[src/rtl/cache_arbiter.sv]
// Round-robin arbiter that shares one line-granular memory port between the
// instruction cache and the data cache.
module cache_arbiter #(
  parameter int unsigned ADDR_W     = 32,
  parameter int unsigned LINE_W     = 256,
  parameter logic [31:0] COUNT_INIT = 32'd0  // reset value of conflict_count (0 in normal use)
) (
  input  logic              clk,
  input  logic              rst,
  input  logic              i_read,
  input  logic [ADDR_W-1:0] i_address,
  output logic [LINE_W-1:0] i_rdata,
  output logic              i_resp,
  input  logic              d_read,
  input  logic              d_write,
  input  logic [ADDR_W-1:0] d_address,
  input  logic [LINE_W-1:0] d_wdata,
  output logic [LINE_W-1:0] d_rdata,
  output logic              d_resp,
  output logic              pmem_read,
  output logic              pmem_write,
  output logic [ADDR_W-1:0] pmem_address,
  output logic [LINE_W-1:0] pmem_wdata,
  input  logic [LINE_W-1:0] pmem_rdata,
  input  logic              pmem_resp,
  output logic [31:0]       conflict_count
);

  localparam logic [1:0]  IDLE      = 2'd0;
  localparam logic [1:0]  SERVE_I   = 2'd1;
  localparam logic [1:0]  SERVE_D   = 2'd2;
  localparam logic        GRANT_I   = 1'b0;
  localparam logic        GRANT_D   = 1'b1;
  localparam logic [31:0] COUNT_MAX = 32'hFFFF_FFFF;

  logic [1:0]        state;
  logic [1:0]        state_next;
  logic              last_grant;
  logic [ADDR_W-1:0] addr_q;
  logic [LINE_W-1:0] wdata_q;
  logic              write_q;
  logic              i_req;
  logic              d_req;
  logic              grant_i;
  logic              grant_d;

  assign i_req = i_read;
  assign d_req = d_read | d_write;

  // Read data is a straight pass-through; the resp pulse qualifies it.
  assign i_rdata = pmem_rdata;
  assign d_rdata = pmem_rdata;

  always_ff @(posedge clk or posedge rst) begin
    if (rst) state <= IDLE;
    else     state <= state_next;
  end

  // Next state, grant decision and Moore memory-port outputs.
  always_comb begin
    state_next   = state;
    grant_i      = 1'b0;
    grant_d      = 1'b0;
    i_resp       = 1'b0;
    d_resp       = 1'b0;
    pmem_read    = 1'b0;
    pmem_write   = 1'b0;
    pmem_address = '0;
    pmem_wdata   = '0;
    case (state)
      IDLE: begin
        grant_i = i_req && (!d_req || last_grant == GRANT_D);
        grant_d = d_req && !grant_i;
        if (grant_i)      state_next = SERVE_I;
        else if (grant_d) state_next = SERVE_D;
      end
      SERVE_I: begin
        pmem_read    = 1'b1;
        pmem_address = addr_q;
        pmem_wdata   = wdata_q;
        i_resp       = pmem_resp;
        if (pmem_resp) state_next = IDLE;
      end
      SERVE_D: begin
        pmem_read    = !write_q;
        pmem_write   = write_q;
        pmem_address = addr_q;
        pmem_wdata   = wdata_q;
        d_resp       = pmem_resp;
        if (pmem_resp) state_next = IDLE;
      end
      default: state_next = IDLE;
    endcase
  end

  // Request capture on the grant edge; a simultaneous read+write is a write.
  always_ff @(posedge clk or posedge rst) begin
    if (rst) begin
      last_grant <= GRANT_I;
      addr_q     <= '0;
      wdata_q    <= '0;
      write_q    <= 1'b0;
    end else if (grant_i) begin
      last_grant <= GRANT_I;
      addr_q     <= i_address;
      wdata_q    <= '0;
      write_q    <= 1'b0;
    end else if (grant_d) begin
      last_grant <= GRANT_D;
      addr_q     <= d_address;
      wdata_q    <= d_write ? d_wdata : '0;
      write_q    <= d_write;
    end
  end

  always_ff @(posedge clk or posedge rst) begin
    if (rst) begin
      conflict_count <= COUNT_INIT;
    end else if (state == IDLE && i_req && d_req && conflict_count != COUNT_MAX) begin
      conflict_count <= conflict_count + 32'd1;
    end
  end

  a_no_read_and_write: assert property (@(posedge clk) disable iff (rst) !(d_read && d_write))
    else $error("cache_arbiter: d_read and d_write asserted together");

endmodule
[config.mk]
export PLATFORM = sky130hd
export DESIGN_NAME = cache_arbiter
export DESIGN_NICKNAME = d
export VERILOG_FILES = /design/src/rtl/cache_arbiter.sv
export SDC_FILE = /design/constraint.sdc
export NUM_CORES = 1
export LEC_CHECK = 0
export CAP_MARGIN = 25
export CORE_AREA = 2 2 557 559
export DETAILED_ROUTE_END_ITERATION = 8
export DIE_AREA = 0 0 559 561
export PLACE_DENSITY_LB_ADDON = 0.05
export SYNTH_ARGS = -nofsm -noshare
export SYNTH_HDL_FRONTEND = slang
export SYNTH_SLANG_ARGS = --single-unit
export TNS_END_PERCENT = 20
[constraint.sdc]
create_clock -name clk -period 20.4 [get_ports clk]
set_clock_uncertainty 0.05 [all_clocks]
set_input_delay 3.06 -clock clk [delete_from_list [all_inputs] [get_ports clk]]
set_output_delay 3.06 -clock clk [all_outputs]
set_load 0.005 [all_outputs]
==> run_summary.xml <==
<?xml version="1.0" encoding="UTF-8"?>
<metrics>
  <group name="outcome">
    <metric name="result_of_the_run" unit="">completed</metric>
  </group>
  <group name="worst_setup_path">
    <metric name="critical_path_arrival" unit="ns">4.20</metric>
    <metric name="slowest_stage" unit="">sky130_fd_sc_hd__clkdlybuf4s50_1</metric>
    <metric name="path_cells" unit="">clkdlybuf4s50_1 &gt; and2_1 &gt; clkdlybuf4s50_1</metric>
    <metric name="crit_required" unit="ns">17.29</metric>
    <metric name="worst_path_dominant_cell_family" unit="">buffers and inverters</metric>
    <metric name="timing.critical_path.to_type" unit="">output pin</metric>
    <metric name="criticalPathCategory" unit="">input pin to output pin</metric>
    <metric name="path_buf_inv" unit="">2</metric>
    <metric name="cpMostUsedCell" unit="">sky130_fd_sc_hd__clkdlybuf4s50_1</metric>
    <metric name="start_kind" unit="">input pin</metric>
    <metric name="timing.critical_path.slowest_cell_delay" unit="ns">0.51</metric>
    <metric name="critical_path_peak_fanout" unit="">3</metric>
  </group>
  <group name="clock_tree">
    <metric name="post_cts_resize_count" unit="">0</metric>
    <metric name="post-cts-setup-buffer-count" unit="">0</metric>
    <metric name="number_of_buffers_on_the_longest_clock_path" unit="">3</metric>
    <metric name="cts.sinks" unit="">324</metric>
    <metric name="clkLatencyLatePin" unit="ns">0.69</metric>
    <metric name="worst_setup_hold_path_clk_slew" unit="ns">0.06</metric>
    <metric name="cts_made_buffers" unit="">56</metric>
    <metric name="cts_tree" unit="">done</metric>
    <metric name="clockRootBuffer" unit="">sky130_fd_sc_hd__clkbuf_16</metric>
    <metric name="htreeDepth" unit="">2</metric>
    <metric name="cts_hold_buffers" unit="">0</metric>
  </group>
  <group name="floorplan">
    <metric name="area_of_the_core_region" unit="µm²">307600</metric>
    <metric name="core.rowCount" unit="">204</metric>
    <metric name="top_level_ports" unit="">1418</metric>
    <metric name="die_height" unit="µm">561</metric>
    <metric name="starting_density" unit="%">5.903</metric>
    <metric name="dieArea" unit="µm²">313600</metric>
    <metric name="die_width" unit="µm">559</metric>
  </group>
  <group name="run">
    <metric name="drv_cap" unit="">0</metric>
  </group>
  <group name="hold_path">
    <metric name="hold_path.class" unit="">register to register</metric>
  </group>
  <group name="logic_synthesis">
    <metric name="synth_seq_cells" unit="">324</metric>
    <metric name="share_of_async_settable_or_async_resettable_flops_after_synthesis" unit="%">100.0</metric>
    <metric name="synth_cells" unit="">1716</metric>
    <metric name="synth.cell_area" unit="µm²">18160</metric>
    <metric name="synth.yosys.seq_area_share" unit="%">44.66</metric>
    <metric name="synth_largest_type_area_fraction" unit="%">44.66</metric>
    <metric name="synth_largest_area_cell" unit="">sky130_fd_sc_hd__dfrtp_1</metric>
    <metric name="synthDistinctLibCells" unit="">43</metric>
    <metric name="dominantRegCellSynth" unit="">sky130_fd_sc_hd__dfrtp_1</metric>
    <metric name="netlist_top_cells_count" unit="">sky130_fd_sc_hd__buf_4 (514), sky130_fd_sc_hd__dfrtp_1 (324), sky130_fd_sc_hd__and2_1 (291), sky130_fd_sc_hd__a22o_1 (258), sky130_fd_sc_hd__buf_2 (57)</metric>
    <metric name="number_of_synthesized_flops_with_an_enable_pin" unit="">0</metric>
    <metric name="synth_warnings" unit="">0</metric>
    <metric name="synth_top_cells_by_area" unit="">sky130_fd_sc_hd__dfrtp_1 (45%), sky130_fd_sc_hd__buf_4 (21%), sky130_fd_sc_hd__a22o_1 (12%), sky130_fd_sc_hd__and2_1 (10%), sky130_fd_sc_hd__mux2i_1 (1.8%)</metric>
    <metric name="synth_nets" unit="">2302</metric>
    <metric name="post-synth-top-count-cell" unit="">sky130_fd_sc_hd__buf_4</metric>
    <metric name="syn_area_per_cell" unit="µm²">10.58</metric>
  </group>
  <group name="sta">
    <metric name="setup_viol" unit="">0</metric>
    <metric name="clock.fmax" unit="MHz">136.8</metric>
    <metric name="setup_repair_after_global_routing_missed_its_margin" unit="">no</metric>
    <metric name="timing.slew.headroom" unit="%">35.42</metric>
    <metric name="final_period_minus_worst_setup_slack" unit="ns">7.312</metric>
    <metric name="finalCritPeriodShare" unit="%">35.84</metric>
    <metric name="final_number_of_hold_violating_endpoints" unit="">0</metric>
    <metric name="setup_total_negative_slack" unit="ns">0</metric>
    <metric name="hold_slack" unit="ns">0.4214</metric>
    <metric name="worstMarginPinSlew" unit="ns">0.9686</metric>
    <metric name="timing.final.max_slew_violations" unit="">0</metric>
  </group>
  <group name="routing">
    <metric name="wl_per_cell" unit="µm">17.58</metric>
    <metric name="drt_iter0_markers" unit="">468</metric>
    <metric name="post_drt_via_cell_ratio" unit="">2.127</metric>
    <metric name="drtAntennaViolNets" unit="">0</metric>
    <metric name="via_count" unit="">12760</metric>
    <metric name="drcViolationCount" unit="">0</metric>
    <metric name="postRouteWirelength" unit="µm">105400</metric>
    <metric name="detailedRoute.firstPassIterationCount" unit="">5</metric>
  </group>
  <group name="place">
    <metric name="post-dp-hpwl" unit="µm">78390</metric>
    <metric name="gp_congestion" unit="">0.6562</metric>
    <metric name="numPortBuffers" unit="">649</metric>
  </group>
  <group name="pwr">
    <metric name="irDropWorstVdd" unit="mV">0.1004</metric>
    <metric name="power_per_cell_area" unit="nW/µm²">139.9</metric>
    <metric name="leakage" unit="nW">10.27</metric>
  </group>
  <group name="grt">
    <metric name="maximum_number_of_pins_on_one_net_before_global_route_repair" unit="">123</metric>
    <metric name="gr-usage-all-layers" unit="%">6.540</metric>
    <metric name="grt_pass1_wl" unit="µm">140100</metric>
    <metric name="via_count_of_the_first_global_routing_pass" unit="">14480</metric>
    <metric name="grt_overflow_total" unit="">0</metric>
    <metric name="grt_antenna_before_repair" unit="">48</metric>
  </group>
  <group name="final_layout">
    <metric name="combined_area_of_the_multi_input_logic_cells" unit="µm²">5756</metric>
    <metric name="layout-drive-gt1-share" unit="%">7.491</metric>
    <metric name="layout.nets" unit="">2413</metric>
    <metric name="ff_latch_area" unit="µm²">8108</metric>
    <metric name="fin_util" unit="%">8.983</metric>
    <metric name="synthToLayoutAreaGrowth" unit="%">52.18</metric>
    <metric name="fillCellCount" unit="">35510</metric>
  </group>
</metrics>
==> sequential cells by signal, indices dropped and copies added (netlist names) <==
| signal | cells |
|---|---|
| conflict_count | 32 |
| state | 2 |
| wdata_q | 256 |
| addr_q | 32 |
| write_q | 1 |
| last_grant | 1 |
==> power breakdown <==
part / leakage (nW) / switching [W] / internal [W]
clock: 0.927 / 0.000409 / 0.000610
combinational: 5.12 / 0.000886 / 0.000824
sequential: 4.23 / 0.000205 / 0.000931
total: 10.3 / 0.00150 / 0.00237
==> stage by stage <==
stage	worst slack, ns	total power, W	area (µm²)	cells
4_1_cts	12.80	0.004078	27610	5989
5_1_grt	12.73	0.004194	27610	5990
3_3_place_gp	12.99	0.002980	25710	5888
3_5_place_dp	13.08	0.002968	25740	5889
6_report	13.09	0.003866	27630	5998
2_1_floorplan	8.320	0.001897	18160	1716
==> worst min-delay path, delay by kind of cell, from the launching register on <==
family	cells	cell delay, ns
flip-flops	1	0.33
AO/OA/AOI/OAI	1	0.06
AND/OR/NAND/NOR	1	0.04
==> per-layer routing <==
metal | global-route usage (%) | share of wire, %
met1 | 6.926 | 37
met2 | 11.00 | 48
met3 | 2.894 | 9.7
met4 | 3.271 | 5.1
met5 | 0 | 0.17
==> logic make-up (layout without fill, tap and decap cells) <==
| kind of cell | Yosys count | in the layout | share of synthesized area, % |
|---|---|---|---|
| compound gates | 302 | 302 | 13.90 |
| xor+xnor | 30 | 30 | 1.447 |
| fa+ha+maj | 4 | 4 | 0.2757 |
| buf+inv | 620 | 773 | 23.88 |
| flops | 324 | 324 | 44.66 |
| mux | 33 | 33 | 1.826 |
| other cells | 0 | 9 | 0 |
| simple gates | 403 | 403 | 14.02 |
==> final cells by class <==
type	count	share of cell area [%]
flip-flops and latches	324	29.34
repair buffers	667	24.21
multi-input cells	772	20.83
well taps	4120	18.66
clock buffers	88	6.240
clock inverters	12	0.5298
inverters	6	0.1087
diodes	9	0.08151
==> layout by cell type, fill, tap and decap left out, types with 5 or more instances in the layout <==
cell | netlist | routed
sky130_fd_sc_hd__inv_1 | 6 | 5
sky130_fd_sc_hd__clkbuf_1 | 42 | 14
sky130_fd_sc_hd__xor2_1 | 7 | 7
sky130_fd_sc_hd__clkinv_2 | 0 | 8
sky130_fd_sc_hd__and3_1 | 9 | 9
sky130_fd_sc_hd__a22o_1 | 258 | 258
sky130_fd_sc_hd__mux2i_1 | 32 | 32
sky130_fd_sc_hd__buf_4 | 514 | 14
sky130_fd_sc_hd__nor2_1 | 11 | 11
sky130_fd_sc_hd__and2_1 | 291 | 291
sky130_fd_sc_hd__nand4_2 | 5 | 5
sky130_fd_sc_hd__nand3_1 | 10 | 10
sky130_fd_sc_hd__clkbuf_16 | 0 | 58
sky130_fd_sc_hd__nand2_1 | 40 | 40
sky130_fd_sc_hd__o21ai_0 | 34 | 33
sky130_fd_sc_hd__nand3_2 | 6 | 6
sky130_fd_sc_hd__nand4_1 | 6 | 6
sky130_fd_sc_hd__clkdlybuf4s50_1 | 0 | 649
sky130_fd_sc_hd__diode_2 | 0 | 9
sky130_fd_sc_hd__clkbuf_8 | 0 | 16
sky130_fd_sc_hd__dfrtp_1 | 324 | 324
sky130_fd_sc_hd__xnor2_1 | 23 | 23
==> final timing paths <==
| check | from | end | slack [ns] | depth (start not counted) |
|---|---|---|---|---|
| min reg2reg | addr_q[14] | addr_q[14] | 0.42 | 2 |
| min in group asynchronous | rst | wdata_q[155] | 2.82 | 2 |
| max | pmem_resp | d_resp | 13.09 | 3 |
| min | addr_q[14] | addr_q[14] | 0.42 | 2 |
| max in group asynchronous | rst | wdata_q[249] | 15.39 | 4 |
| max reg2reg | state[0] | wdata_q[29] | 17.11 | 6 |
No activity file was read; power rests on OpenSTA's default activity.
